===== config.mk =====
export PLATFORM = sky130hd
export DESIGN_NAME = pipeline_stall_ctrl
export DESIGN_NICKNAME = d
export VERILOG_FILES = /design/src/rtl/pipeline_stall_ctrl.sv
export SDC_FILE = /design/constraint.sdc
export NUM_CORES = 1
export LEC_CHECK = 0
export CAP_MARGIN = 20
export CORE_MARGIN = 3
export CORE_UTILIZATION = 46
export CTS_BUF_LIST = sky130_fd_sc_hd__clkbuf_2 sky130_fd_sc_hd__clkbuf_4 sky130_fd_sc_hd__clkbuf_8
export CTS_CLUSTER_DIAMETER = 40
export DETAILED_ROUTE_END_ITERATION = 6
export PLACE_DENSITY = 0.92
export SYNTH_ARGS = -nofsm -noshare
export SYNTH_HDL_FRONTEND = slang
export SYNTH_SLANG_ARGS = --single-unit

===== constraint.sdc =====
create_clock -name clk -period 5.3 [get_ports clk]
set_clock_uncertainty 0.15 [all_clocks]
set_input_delay 0.795 -clock clk [delete_from_list [all_inputs] [get_ports clk]]
set_output_delay 0.795 -clock clk [all_outputs]
set_load 0.05 [all_outputs]

===== src/rtl/pipeline_stall_ctrl.sv =====
// Load-use stall / flush control for the rv32i pipeline.
// Owns IF/ID, the ID/EX control half, PC write enable and event counters.
module pipeline_stall_ctrl #(
    parameter int          ISTRSIZE = 32,
    parameter int          ADDRSIZE = 32,
    parameter int          CTRLW    = 16,
    parameter logic [31:0] NOP      = 32'h00000013,
    parameter int          CNTW     = 16
) (
    input  logic                clk,
    input  logic                r,
    input  logic                stall,
    input  logic                flush,
    input  logic [ADDRSIZE-1:0] if_pc,
    input  logic [ISTRSIZE-1:0] if_instr,
    input  logic [CTRLW-1:0]    id_ctrl_in,
    output logic                pc_write,
    output logic [ADDRSIZE-1:0] id_pc,
    output logic [ISTRSIZE-1:0] id_instr,
    output logic                id_valid,
    output logic [CTRLW-1:0]    ex_ctrl,
    output logic                ex_bubble,
    output logic [CNTW-1:0]     stall_cnt,
    output logic [CNTW-1:0]     flush_cnt
);

    localparam logic [ISTRSIZE-1:0] NOP_I = ISTRSIZE'(NOP);

    // A flush redirects fetch, so it overrides a concurrent stall
    always_comb begin
        pc_write = !r && (flush || !stall);
    end

    // IF/ID register: flush discards, stall holds, else advance
    always_ff @(posedge clk) begin
        if (r) begin
            id_pc    <= '0;
            id_instr <= NOP_I;
            id_valid <= 1'b0;
        end else if (flush) begin
            id_instr <= NOP_I;
            id_valid <= 1'b0;
        end else if (!stall) begin
            id_pc    <= if_pc;
            id_instr <= if_instr;
            id_valid <= 1'b1;
        end
    end

    // ID/EX control: zero bundle is a bubble with no side effects
    always_ff @(posedge clk) begin
        if (r) begin
            ex_ctrl   <= '0;
            ex_bubble <= 1'b0;
        end else if (flush || stall) begin
            ex_ctrl   <= '0;
            ex_bubble <= 1'b1;
        end else begin
            ex_ctrl   <= id_ctrl_in;
            ex_bubble <= !id_valid;
        end
    end

    // Saturating event counters; a stall under flush counts as flush only
    always_ff @(posedge clk) begin
        if (r) begin
            stall_cnt <= '0;
            flush_cnt <= '0;
        end else begin
            if (stall && !flush && (stall_cnt != '1))
                stall_cnt <= stall_cnt + 1'b1;
            if (flush && (flush_cnt != '1))
                flush_cnt <= flush_cnt + 1'b1;
        end
    end

endmodule


==> impl_table.tex, run 1 <==
\begin{tabular}{lr}
\hline
Metric & Value \\
\hline
\multicolumn{2}{l}{\textbf{Run status}} \\
\quad Status & complete, no violations \\
\multicolumn{2}{l}{\textbf{Pwr}} \\
\quad Total power per unit cell area & 304 mW/mm2 \\
\quad Clock network fraction of total power & 43.1\% \\
\quad Power spent charging and discharging nets & 555 uW \\
\quad Part of the power in combinational logic & a little over an eighth \\
\quad Portion of total power attributed to sequential cells & 43.2\% \\
\quad Internal portion of total power & 1.52 mW \\
\quad Tot Pwr & 2.08 mW \\
\quad Lkg Pwr & $\sim$2.5 nW \\
\quad Sw frac & roughly a quarter \\
\quad Max IR drop VDD & between 0.2 and 0.25 mV \\
\multicolumn{2}{l}{\textbf{Clocking}} \\
\quad Cts hold-fix bufs & 0 \\
\quad Count of instances resized after the clock tree is built & 0 \\
\quad Later-pin clock latency in the skew report & 0.41 ns \\
\quad Clock buffer count from CTS & 17 \\
\quad Clock buffer depth & 2 \\
\quad Root Buffer Master & sky130\_fd\_sc\_hd\_\_clkbuf\_8 \\
\quad Total clock sinks & 114 \\
\quad Clock slew at reported path FFs & approximately 0.070 ns \\
\quad Number of setup buffers added after CTS & 0 \\
\quad CTS H-tree depth & 4 \\
\quad Clock tree from TritonCTS & built \\
\multicolumn{2}{l}{\textbf{Timing}} \\
\quad RSZ-0062 raised after global routing & false \\
\quad Final hold vios & 0 \\
\quad Normalized max-slew margin & between 50\% and 60\% \\
\quad Final setup viols & 0 \\
\quad Highest Clock Rate & $\sim$270 MHz \\
\quad Slew at the pin with the worst max-slew slack & 0.717 ns \\
\quad Hold slack final & around 0.31 ns \\
\quad Slew Viols, Final & 0 \\
\quad Setup TNS & 0 ns \\
\quad Share of the clock period used by the worst path after layout & 70.5\% \\
\quad Min Clock Period, post-route & 3.73 ns \\
\multicolumn{2}{l}{\textbf{Synthesis}} \\
\quad Mean cell area of the mapped netlist & 9.01 um2 \\
\quad Cell variety after synth & 36 \\
\quad Synthesized cell area & 0.00434 mm2 \\
\quad Async set or reset register ratio after synthesis & 0\% \\
\quad Synthesized net count & 568 \\
\quad Post-synthesis register bit count & 114 \\
\quad Number of flops mapped to enable cells by yosys & 0 \\
\quad Register area share after synthesis & 52.5\% \\
\quad Mapped Cells & 482 \\
\quad Synthesis warning total & 0 \\
\quad Most common flop cell mapped by yosys & sky130\_fd\_sc\_hd\_\_dfxtp\_1 \\
\multicolumn{2}{l}{\textbf{Floorplan}} \\
\quad Floorplan die area & 0.0106 mm2 \\
\quad Chip width & around 100 um \\
\quad Row count & 34 \\
\quad IO Count & about 200 \\
\quad Die H & 103 um \\
\quad Core Area & 0.00893 mm2 \\
\quad Effective utilization at floorplan & between 40\% and 50\% \\
\multicolumn{2}{l}{\textbf{Setup path}} \\
\quad Category of cells accounting for the largest share of critical-path delay & buffers and inverters \\
\quad Worst r2r src & flush\_cnt[0] \\
\quad Worst setup path class & primary input to primary output \\
\quad Logic depth of the worst register-to-register path & 5 \\
\quad Highest cell delay on the worst timing path & 0.72 ns \\
\quad Worst path required time & 4.36 ns \\
\quad CP Max Fanout & 12 \\
\quad Reg-to-reg setup timing slack & 3.19 ns \\
\quad Most used cell, CP & sky130\_fd\_sc\_hd\_\_clkdlybuf4s50\_1 \\
\quad End of the worst register-to-register path & flush\_cnt[12] \\
\quad Cell with the largest stage delay on the worst path & sky130\_fd\_sc\_hd\_\_clkdlybuf4s50\_1 \\
\quad CP Capture Type & primary output \\
\quad Stages on worst setup path & 4 \\
\quad Number of buffers and inverters on the critical path & 2 \\
\quad CP Cell Sequence & clkdlybuf4s50\_1 > nor2b\_1 > nor2\_1 > clkdlybuf4s50\_1 \\
\quad WP data arrival & 2.79 ns \\
\quad Startpoint class of the critical path & primary input \\
\multicolumn{2}{l}{\textbf{Drt}} \\
\quad Via count of the routed design & 4,373 \\
\quad WL final & 13.6 mm \\
\quad Detailed-router iteration count before antenna repair & 6 \\
\quad Violation count after the first detailed-route iteration & 225 \\
\quad Post-DR vias/cell & 5.49 \\
\quad Antenna-violating nets left & 0 \\
\quad Avg WL per Cell & approximately 17 um \\
\quad DRC & 0 \\
\multicolumn{2}{l}{\textbf{Global routing}} \\
\quad Final global-route overflow total & 0 \\
\quad Vias in the first global route & approximately 4,300 \\
\quad Wire length of the first global-routing pass & 20.9 mm \\
\quad Number of antenna violations at the first check in global routing & 0 \\
\quad Maximum number of pins on one net before global-route repair & 74 \\
\quad Combined global-route utilization of all metal layers & 25.6\% \\
\multicolumn{2}{l}{\textbf{Layout}} \\
\quad Fill cell total of the finished layout & 603 \\
\quad Sequential Area & 0.00228 mm2 \\
\quad Nets & 762 \\
\quad Post-route non-filler standard cell count & 796 \\
\quad Diode insertion count for antenna repair & 0 \\
\quad Area delta synth->final & 57.1\% \\
\quad Combined area of the multi-input logic cells & approximately 0.0019 mm2 \\
\quad Final cell area excluding filler cells & $\sim$0.0068 mm2 \\
\quad Fraction of layout cells with a size suffix above 1 & 6.98\% \\
\multicolumn{2}{l}{\textbf{Min path}} \\
\quad End of the worst hold path & id\_pc[30] \\
\quad Path class of the lowest-slack min-delay path & flop to flop \\
\quad Min-Delay Startpoint & id\_pc[30] \\
\quad Hold path depth & 2 \\
\multicolumn{2}{l}{\textbf{Place}} \\
\quad DP Area & $\sim$0.0064 mm2 \\
\quad Final GP Congestion & 0.781 \\
\quad Cell count after placement & 765 \\
\quad Final HPWL from detailed placement & 9.76 mm \\
\quad Number of port buffers & 198 \\
\multicolumn{2}{l}{\textbf{Job}} \\
\quad Number of violations of the max-capacitance limit & 0 \\
\hline
\end{tabular}
[logic make-up (layout without fill, tap and decap cells)]
kind of cell             after synthesis  count (layout)  share of synthesized area [%]
AO/OA/AOI/OAI                         86              86                           11.2
AND/OR/NAND/NOR                      208             208                           23.7
multiplexers                          38              38                           8.84
adder cells (fa/ha/maj)                2               2                          0.576
flip-flops                           114             114                           52.5
buffers and inverters                 33             239                           2.91
XOR/XNOR                               1               1                          0.202
[synthesized netlist by cell type, types with 2 or more instances]
cell / instances / share of area [%]
sky130_fd_sc_hd__nand2b_1: 6 / 0.86
sky130_fd_sc_hd__a31o_2: 2 / 0.40
sky130_fd_sc_hd__inv_1: 6 / 0.52
sky130_fd_sc_hd__nor2b_1: 5 / 0.72
sky130_fd_sc_hd__mux2_2: 3 / 0.78
sky130_fd_sc_hd__and3_1: 2 / 0.29
sky130_fd_sc_hd__a21oi_1: 56 / 6.5
sky130_fd_sc_hd__or2_2: 2 / 0.29
sky130_fd_sc_hd__nand3_1: 14 / 1.6
sky130_fd_sc_hd__or3_1: 13 / 1.9
sky130_fd_sc_hd__dfxtp_1: 114 / 53
sky130_fd_sc_hd__and4_1: 4 / 0.81
sky130_fd_sc_hd__buf_1: 3 / 0.26
sky130_fd_sc_hd__nor2_1: 41 / 3.5
sky130_fd_sc_hd__o31ai_1: 7 / 1.2
sky130_fd_sc_hd__o2111a_1: 2 / 0.52
sky130_fd_sc_hd__nor3_1: 6 / 0.69
sky130_fd_sc_hd__o21ai_0: 11 / 1.3
sky130_fd_sc_hd__buf_2: 2 / 0.23
sky130_fd_sc_hd__ha_1: 2 / 0.58
sky130_fd_sc_hd__nand4_2: 2 / 0.58
sky130_fd_sc_hd__or4_1: 7 / 1.2
sky130_fd_sc_hd__mux2i_1: 35 / 8.1
sky130_fd_sc_hd__and2_1: 16 / 2.3
sky130_fd_sc_hd__nor4_1: 7 / 1.0
sky130_fd_sc_hd__nand4_1: 9 / 1.3
sky130_fd_sc_hd__a31oi_1: 3 / 0.43
sky130_fd_sc_hd__clkbuf_1: 22 / 1.9
sky130_fd_sc_hd__nand2_1: 73 / 6.3
[layer usage]
layer,GRT usage (%),share of wire [%],wire (um),vias to the layer above
li1,-,-,-,2070
met1,26.2,35,4730,2036
met2,44.9,52,7110,233
met3,12.0,9.6,1300,34
met4,10.3,3.0,410,0
met5,0,0,0,-
[worst max-delay path by stage]
stage / start / slack (ns) / endpoint
floorplan: r / 2.32 / pc_write
global placement: flush / 1.72 / pc_write
detailed placement: flush / 1.62 / pc_write
CTS: flush / 1.60 / pc_write
global route: flush / 1.48 / pc_write
finish: flush / 1.57 / pc_write
[tightest hold or removal path: stages (launching register included)]
cell	delay, ns
sky130_fd_sc_hd__dfxtp_1	0.31
sky130_fd_sc_hd__nand2_1	0.05
sky130_fd_sc_hd__a21oi_1	0.05
[power groups by stage]
| stage | sequential [mW] | clock (mW) | combinational (mW) |
|---|---|---|---|
| 6_report | 0.898 | 0.894 | 0.285 |
| 5_1_grt | 0.900 | 0.947 | 0.301 |
| 4_1_cts | 0.897 | 0.908 | 0.285 |
| 3_5_place_dp | 0.917 | 0 | 0.284 |
| 3_3_place_gp | 0.914 | 0 | 0.276 |
| 2_1_floorplan | 1.00 | 0 | 0.0668 |
[layout make-up]
type | count | share of cell area, %
Clock inverter | 14 | 2.97
Tap cell | 108 | 1.98
Sequential cell | 114 | 33.4
Multi-Input combinational cell | 335 | 28.4
Timing Repair Buffer | 202 | 29.5
Clock buffer | 17 | 3.43
Inverter | 6 | 0.330
[registers in the layout, summed over array words and instances (netlist names)]
signal	flops
id_instr	32
id_pc	32
ex_ctrl	16
flush_cnt	16
stall_cnt	16
ex_bubble	1
id_valid	1
[stage by stage]
| step | worst slack [ns] | util, % |
|---|---|---|
| floorplan | 2.32 | - |
| global placement | 1.72 | 71.3 |
| detailed placement | 1.62 | 71.5 |
| CTS | 1.60 | 76.4 |
| global route | 1.48 | 76.4 |
| finish | 1.57 | 76.4 |
[placed cells by master, fill, tap and decap left out, types with 9 or more instances in the layout]
cell                              Yosys  layout
sky130_fd_sc_hd__clkdlybuf4s50_1      0     196
sky130_fd_sc_hd__dfxtp_1            114     114
sky130_fd_sc_hd__nand2_1             73      73
sky130_fd_sc_hd__a21oi_1             56      56
sky130_fd_sc_hd__nor2_1              41      40
sky130_fd_sc_hd__mux2i_1             35      35
sky130_fd_sc_hd__clkbuf_8             0      17
sky130_fd_sc_hd__and2_1              16      16
sky130_fd_sc_hd__nand3_1             14      14
sky130_fd_sc_hd__or3_1               13      13
sky130_fd_sc_hd__o21ai_0             11      11
sky130_fd_sc_hd__nand4_1              9       9
Power figures use the tool's default switching activity.
==> inputs of run 2 (changes only) <==
- CORE_UTILIZATION: 46 -> 43
- PLACE_DENSITY: 0.92 -> 0.87
- clock period: 5.3 -> 3.45 ns (I/O delays scaled with it)
==> impl_table.tex, run 2 (synthesized netlist as in run 1, its figures left out) <==
\begin{tabular}{lr}
\hline
Metric & Value \\
\hline
\multicolumn{2}{l}{\textbf{Setup path}} \\
\quad Worst path required time & approximately 2.8 ns \\
\quad Reg-to-reg setup timing slack & roughly 1.4 ns \\
\quad Startpoint class of the critical path & primary input \\
\quad WP data arrival & 2.13 ns \\
\quad Highest cell delay on the worst timing path & 0.82 ns \\
\quad Most used cell, CP & sky130\_fd\_sc\_hd\_\_clkdlybuf4s50\_1 \\
\quad CP Cell Sequence & clkdlybuf4s50\_1 > nor2b\_1 > buf\_4 > nor2\_1 > clkdlybuf4s50\_1 \\
\quad CP Max Fanout & 7 \\
\quad Worst setup path class & primary input to primary output \\
\quad CP Capture Type & primary output \\
\quad Cell with the largest stage delay on the worst path & sky130\_fd\_sc\_hd\_\_clkdlybuf4s50\_1 \\
\quad Logic depth of the worst register-to-register path & 5 \\
\multicolumn{2}{l}{\textbf{Clocking}} \\
\quad Later-pin clock latency in the skew report & 0.43 ns \\
\quad Clock buffer depth & 2 \\
\quad Clock slew at reported path FFs & 0.06 ns \\
\quad Number of setup buffers added after CTS & 0 \\
\quad Count of instances resized after the clock tree is built & 0 \\
\quad Total clock sinks & 114 \\
\quad Root Buffer Master & sky130\_fd\_sc\_hd\_\_clkbuf\_8 \\
\quad Clock buffer count from CTS & 17 \\
\quad CTS H-tree depth & 4 \\
\quad Clock tree from TritonCTS & built \\
\quad Cts hold-fix bufs & 0 \\
\multicolumn{2}{l}{\textbf{Min path}} \\
\quad Hold path depth & 2 \\
\quad Path class of the lowest-slack min-delay path & flop to flop \\
\multicolumn{2}{l}{\textbf{Global routing}} \\
\quad Final global-route overflow total & 0 \\
\quad Wire length of the first global-routing pass & 21.1 mm \\
\quad Vias in the first global route & 4,322 \\
\quad Combined global-route utilization of all metal layers & 23.7\% \\
\quad Maximum number of pins on one net before global-route repair & 73 \\
\quad Number of antenna violations at the first check in global routing & 0 \\
\multicolumn{2}{l}{\textbf{Layout}} \\
\quad Most common cell after layout, fill and taps aside & sky130\_fd\_sc\_hd\_\_clkdlybuf4s50\_1 \\
\quad Fraction of layout cells with a size suffix above 1 & 7.51\% \\
\quad Nets & 765 \\
\quad Commonest cells after routing, fill and taps aside & sky130\_fd\_sc\_hd\_\_clkdlybuf4s50\_1 (196), sky130\_fd\_sc\_hd\_\_dfxtp\_1 (114), sky130\_fd\_sc\_hd\_\_nand2\_1 (73) \\
\quad Final cell area excluding filler cells & between 0.006 and 0.007 mm2 \\
\quad Diode insertion count for antenna repair & 0 \\
\quad Area delta synth->final & 57.6\% \\
\quad Top flop regs & id\_instr: 32 flops, id\_pc: 32 flops \\
\quad Fill cell total of the finished layout & 722 \\
\multicolumn{2}{l}{\textbf{Timing}} \\
\quad Slew at the pin with the worst max-slew slack & about 0.77 ns \\
\quad Normalized max-slew margin & 48.4\% \\
\quad Final hold vios & 0 \\
\quad Min Clock Period, post-route & around 2.8 ns \\
\quad Setup TNS & 0 ns \\
\quad Final setup viols & 0 \\
\quad Slew Viols, Final & 0 \\
\quad RSZ-0062 raised after global routing & false \\
\quad Highest Clock Rate & approximately 360 MHz \\
\quad Share of the clock period used by the worst path after layout & 81.1\% \\
\multicolumn{2}{l}{\textbf{Drt}} \\
\quad Antenna-violating nets left & 0 \\
\quad Detailed-router iteration count before antenna repair & 5 \\
\quad WL final & 13.2 mm \\
\quad Post-DR vias/cell & about 5.2 \\
\quad Violation count after the first detailed-route iteration & roughly 210 \\
\quad DRC & 0 \\
\quad Via count of the routed design & 4,287 \\
\quad Avg WL per Cell & between 15 and 20 um \\
\multicolumn{2}{l}{\textbf{Run status}} \\
\quad Status & complete, no violations \\
\multicolumn{2}{l}{\textbf{Floorplan}} \\
\quad IO Count & 199 \\
\quad Chip width & 106 um \\
\quad Core Area & a little under 0.01 mm2 \\
\quad Floorplan die area & 0.0113 mm2 \\
\quad Row count & 36 \\
\quad Effective utilization at floorplan & 44.4\% \\
\quad Die H & 106 um \\
\multicolumn{2}{l}{\textbf{Job}} \\
\quad Number of violations of the max-capacitance limit & 0 \\
\multicolumn{2}{l}{\textbf{Place}} \\
\quad Final HPWL from detailed placement & 9.56 mm \\
\quad Final GP Congestion & 0.788 \\
\quad Number of port buffers & 198 \\
\quad DP Area & around 0.0064 mm2 \\
\multicolumn{2}{l}{\textbf{Pwr}} \\
\quad Max IR drop VDD & 0.369 mV \\
\quad Lkg Pwr & 2.51 nW \\
\quad Total power per unit cell area & about 450 mW/mm2 \\
\hline
\end{tabular}
-- run 2: cell types whose count changed in the layout (fill, tap and decap cells not counted), sizes merged --
cell | previous run | this run
clkbuf | 17 | 22
bufinv | 4 | 3
buf | 6 | 9
inv | 10 | 6
clkinvlp | 1 | 2
-- run 2: power by group --
part | switching [mW] | internal (mW)
logic | 0.250 | 0.188
clock network | 0.524 | 0.760
registers | 0.0238 | 1.36
total | 0.798 | 2.30
-- run 2: through the flow --
step	total power, mW	std cells	setup WS (ns)	utilization [%]	hold slack (ns)
floorplan	1.64	482	1.03	-	0.489
global placement	1.83	793	0.674	65.8	0.291
detailed placement	1.84	793	0.645	65.8	0.299
CTS	3.13	825	0.644	70.0	0.311
global route	3.21	825	0.590	70.0	0.332
finish	3.10	825	0.652	70.0	0.309
-- run 2: layout make-up --
class | instances | area (um2) | share of cell area (%)
clock buffer | 22 | 278 | 4.06
sequential | 114 | 2280 | 33.3
inverter | 6 | 22.5 | 0.329
tap | 133 | 166 | 2.43
timing repair buffer | 205 | 2020 | 29.6
multi-input combinational | 335 | 1940 | 28.3
clock inverter | 10 | 134 | 1.96
-- run 2: worst paths after layout --
check / startpoint / to
worst min-delay path: id_pc[22] / id_pc[22]
worst min register to register: id_pc[22] / id_pc[22]
worst max-delay path: flush / pc_write
worst max register to register: stall_cnt[1] / stall_cnt[15]
-- run 2: layer usage --
layer | GRT usage, % | up-vias | wire [um]
li1 | - | 2081 | -
met1 | 24.8 | 1991 | 4910
met2 | 41.1 | 184 | 6830
met3 | 10.1 | 31 | 1140
met4 | 11.1 | 0 | 336
met5 | 0 | - | 0
-- run 2: critical path, delay by kind of cell --
kind          cells  cell delay (ns)
buf+inv           3             1.44
simple gates      2             0.16
==> inputs of run 3 (changes only) <==
- CORE_UTILIZATION: 43 -> 39
- PLACE_DENSITY: 0.87 -> 0.83
- clock period: 3.45 -> 2.38 ns (I/O delays scaled with it)
==> impl_table.tex, run 3 (synthesized netlist as in run 1, its figures left out) <==
\begin{tabular}{lr}
\hline
Metric & Value \\
\hline
\multicolumn{2}{l}{\textbf{Setup path}} \\
\quad Highest cell delay on the worst timing path & about 0.86 ns \\
\quad CP Max Fanout & 8 \\
\quad CP Capture Type & primary output \\
\quad Category of cells accounting for the largest share of critical-path delay & buffers and inverters \\
\quad CP Cell Sequence & clkdlybuf4s50\_1 \\
\quad WP data arrival & 1.75 ns \\
\quad Critical path launch point & flush\_cnt[2] \\
\quad Startpoint class of the critical path & flop \\
\quad Cell with the largest stage delay on the worst path & sky130\_fd\_sc\_hd\_\_clkdlybuf4s50\_1 \\
\quad Worst path required time & $\sim$1.9 ns \\
\quad Number of buffers and inverters on the critical path & 1 \\
\quad Worst r2r src & flush\_cnt[2] \\
\quad Worst setup path class & flop to primary output \\
\multicolumn{2}{l}{\textbf{Layout}} \\
\quad Top flop regs & id\_instr: 32 flops, id\_pc: 32 flops \\
\quad Diode insertion count for antenna repair & 0 \\
\quad Most common cell after layout, fill and taps aside & sky130\_fd\_sc\_hd\_\_clkdlybuf4s50\_1 \\
\quad Nets & 770 \\
\quad Area delta synth->final & 58.6\% \\
\quad Fraction of layout cells with a size suffix above 1 & 8.32\% \\
\quad Commonest cells after routing, fill and taps aside & sky130\_fd\_sc\_hd\_\_clkdlybuf4s50\_1 (195), sky130\_fd\_sc\_hd\_\_dfxtp\_1 (114), sky130\_fd\_sc\_hd\_\_nand2\_1 (73) \\
\multicolumn{2}{l}{\textbf{Drt}} \\
\quad Antenna-violating nets left & 0 \\
\quad Avg WL per Cell & 15.3 um \\
\quad WL final & 12.8 mm \\
\quad Via count of the routed design & around 4,300 \\
\quad Violation count after the first detailed-route iteration & around 210 \\
\quad Post-DR vias/cell & between 5 and 6 \\
\quad Detailed-router iteration count before antenna repair & 4 \\
\quad DRC & 0 \\
\multicolumn{2}{l}{\textbf{Timing}} \\
\quad Normalized max-slew margin & 59.2\% \\
\quad Slew Viols, Final & 0 \\
\quad Slew at the pin with the worst max-slew slack & roughly 0.61 ns \\
\quad RSZ-0062 raised after global routing & false \\
\quad Share of the clock period used by the worst path after layout & $\sim$95\% \\
\quad Setup TNS & 0 ns \\
\quad Highest Clock Rate & 443 MHz \\
\quad Final worst slack & between 0.1 and 0.15 ns \\
\quad Final setup viols & 0 \\
\quad Min Clock Period, post-route & approximately 2.3 ns \\
\quad Final hold vios & 0 \\
\multicolumn{2}{l}{\textbf{Floorplan}} \\
\quad IO Count & 199 \\
\quad Core Area & between 0.01 and 0.015 mm2 \\
\quad Effective utilization at floorplan & 41.1\% \\
\quad Die H & 112 um \\
\quad Chip width & 112 um \\
\quad Row count & 37 \\
\quad Floorplan die area & 0.0124 mm2 \\
\multicolumn{2}{l}{\textbf{Global routing}} \\
\quad Maximum number of pins on one net before global-route repair & 34 \\
\quad Final global-route overflow total & 0 \\
\quad Vias in the first global route & 4,289 \\
\quad Wire length of the first global-routing pass & 20.9 mm \\
\quad Combined global-route utilization of all metal layers & 20.5\% \\
\quad Number of antenna violations at the first check in global routing & 0 \\
\multicolumn{2}{l}{\textbf{Place}} \\
\quad Final GP Congestion & a little under 0.9 \\
\quad Number of port buffers & 198 \\
\quad Final HPWL from detailed placement & 9.32 mm \\
\quad Worst-case setup slack after placement & 0.0896 ns \\
\multicolumn{2}{l}{\textbf{Clocking}} \\
\quad Clock tree from TritonCTS & built \\
\quad Later-pin clock latency in the skew report & between 0.4 and 0.5 ns \\
\quad Number of setup buffers added after CTS & 0 \\
\quad Cts hold-fix bufs & 0 \\
\quad Clock buffer count from CTS & 17 \\
\quad Total clock sinks & $\sim$110 \\
\quad CTS H-tree depth & 4 \\
\quad Clock slew at reported path FFs & 0.07 ns \\
\quad Clock buffer depth & 2 \\
\quad Count of instances resized after the clock tree is built & 0 \\
\quad Root Buffer Master & sky130\_fd\_sc\_hd\_\_clkbuf\_8 \\
\multicolumn{2}{l}{\textbf{Pwr}} \\
\quad Total power per unit cell area & 639 mW/mm2 \\
\quad Max IR drop VDD & 0.533 mV \\
\quad Lkg Pwr & 2.52 nW \\
\multicolumn{2}{l}{\textbf{Job}} \\
\quad Number of violations of the max-capacitance limit & 0 \\
\multicolumn{2}{l}{\textbf{Run status}} \\
\quad Status & complete, no violations \\
\multicolumn{2}{l}{\textbf{Min path}} \\
\quad Min-Delay Startpoint & stall \\
\quad Path class of the lowest-slack min-delay path & primary input to flop \\
\hline
\end{tabular}
-- run 3: per-stage QoR --
stage	hold WS [ns]	cells	util, %	power (mW)	instance area, um2
2_1_floorplan	0.329	482	-	2.38	4340
3_3_place_gp	0.292	801	61.5	2.67	6500
3_5_place_dp	0.297	801	61.5	2.68	6500
4_1_cts	0.0574	833	65.3	4.44	6890
5_1_grt	0.0668	833	65.3	4.59	6890
6_report	0.0852	833	65.3	4.40	6890
-- run 3: layout make-up --
class / instances / area (um2)
clock buffer: 19 / 255
timing repair buffer: 210 / 2080
multi-input combinational: 335 / 1940
tap: 136 / 170
inverter: 6 / 22.5
fill: 859 / 3670
sequential: 114 / 2280
clock inverter: 13 / 138
-- run 3: power by group --
| group | leakage [nW] | switching, mW | total [mW] | internal (mW) |
|---|---|---|---|---|
| sequential | 0.928 | 0.0333 | 2.00 | 1.96 |
| combinational | 1.41 | 0.360 | 0.639 | 0.279 |
| clock | 0.183 | 0.801 | 1.77 | 0.964 |
-- run 3: worst paths after layout --
check | slack, ns | end | depth (start not counted)
min | 0.09 | id_valid | 2
max | 0.12 | flush_cnt[2] | 1
min reg2reg | 0.31 | id_pc[10] | 2
max reg2reg | 0.31 | flush_cnt[15] | 4
-- run 3: layer usage --
layer  routed length, um  GRT usage, %  up-vias
met5                   0             0        -
met4                 332          8.03        0
met3                1070          8.32       29
met2                6580          36.3      167
met1                4790          21.7     1999
li1                    -             -     2098
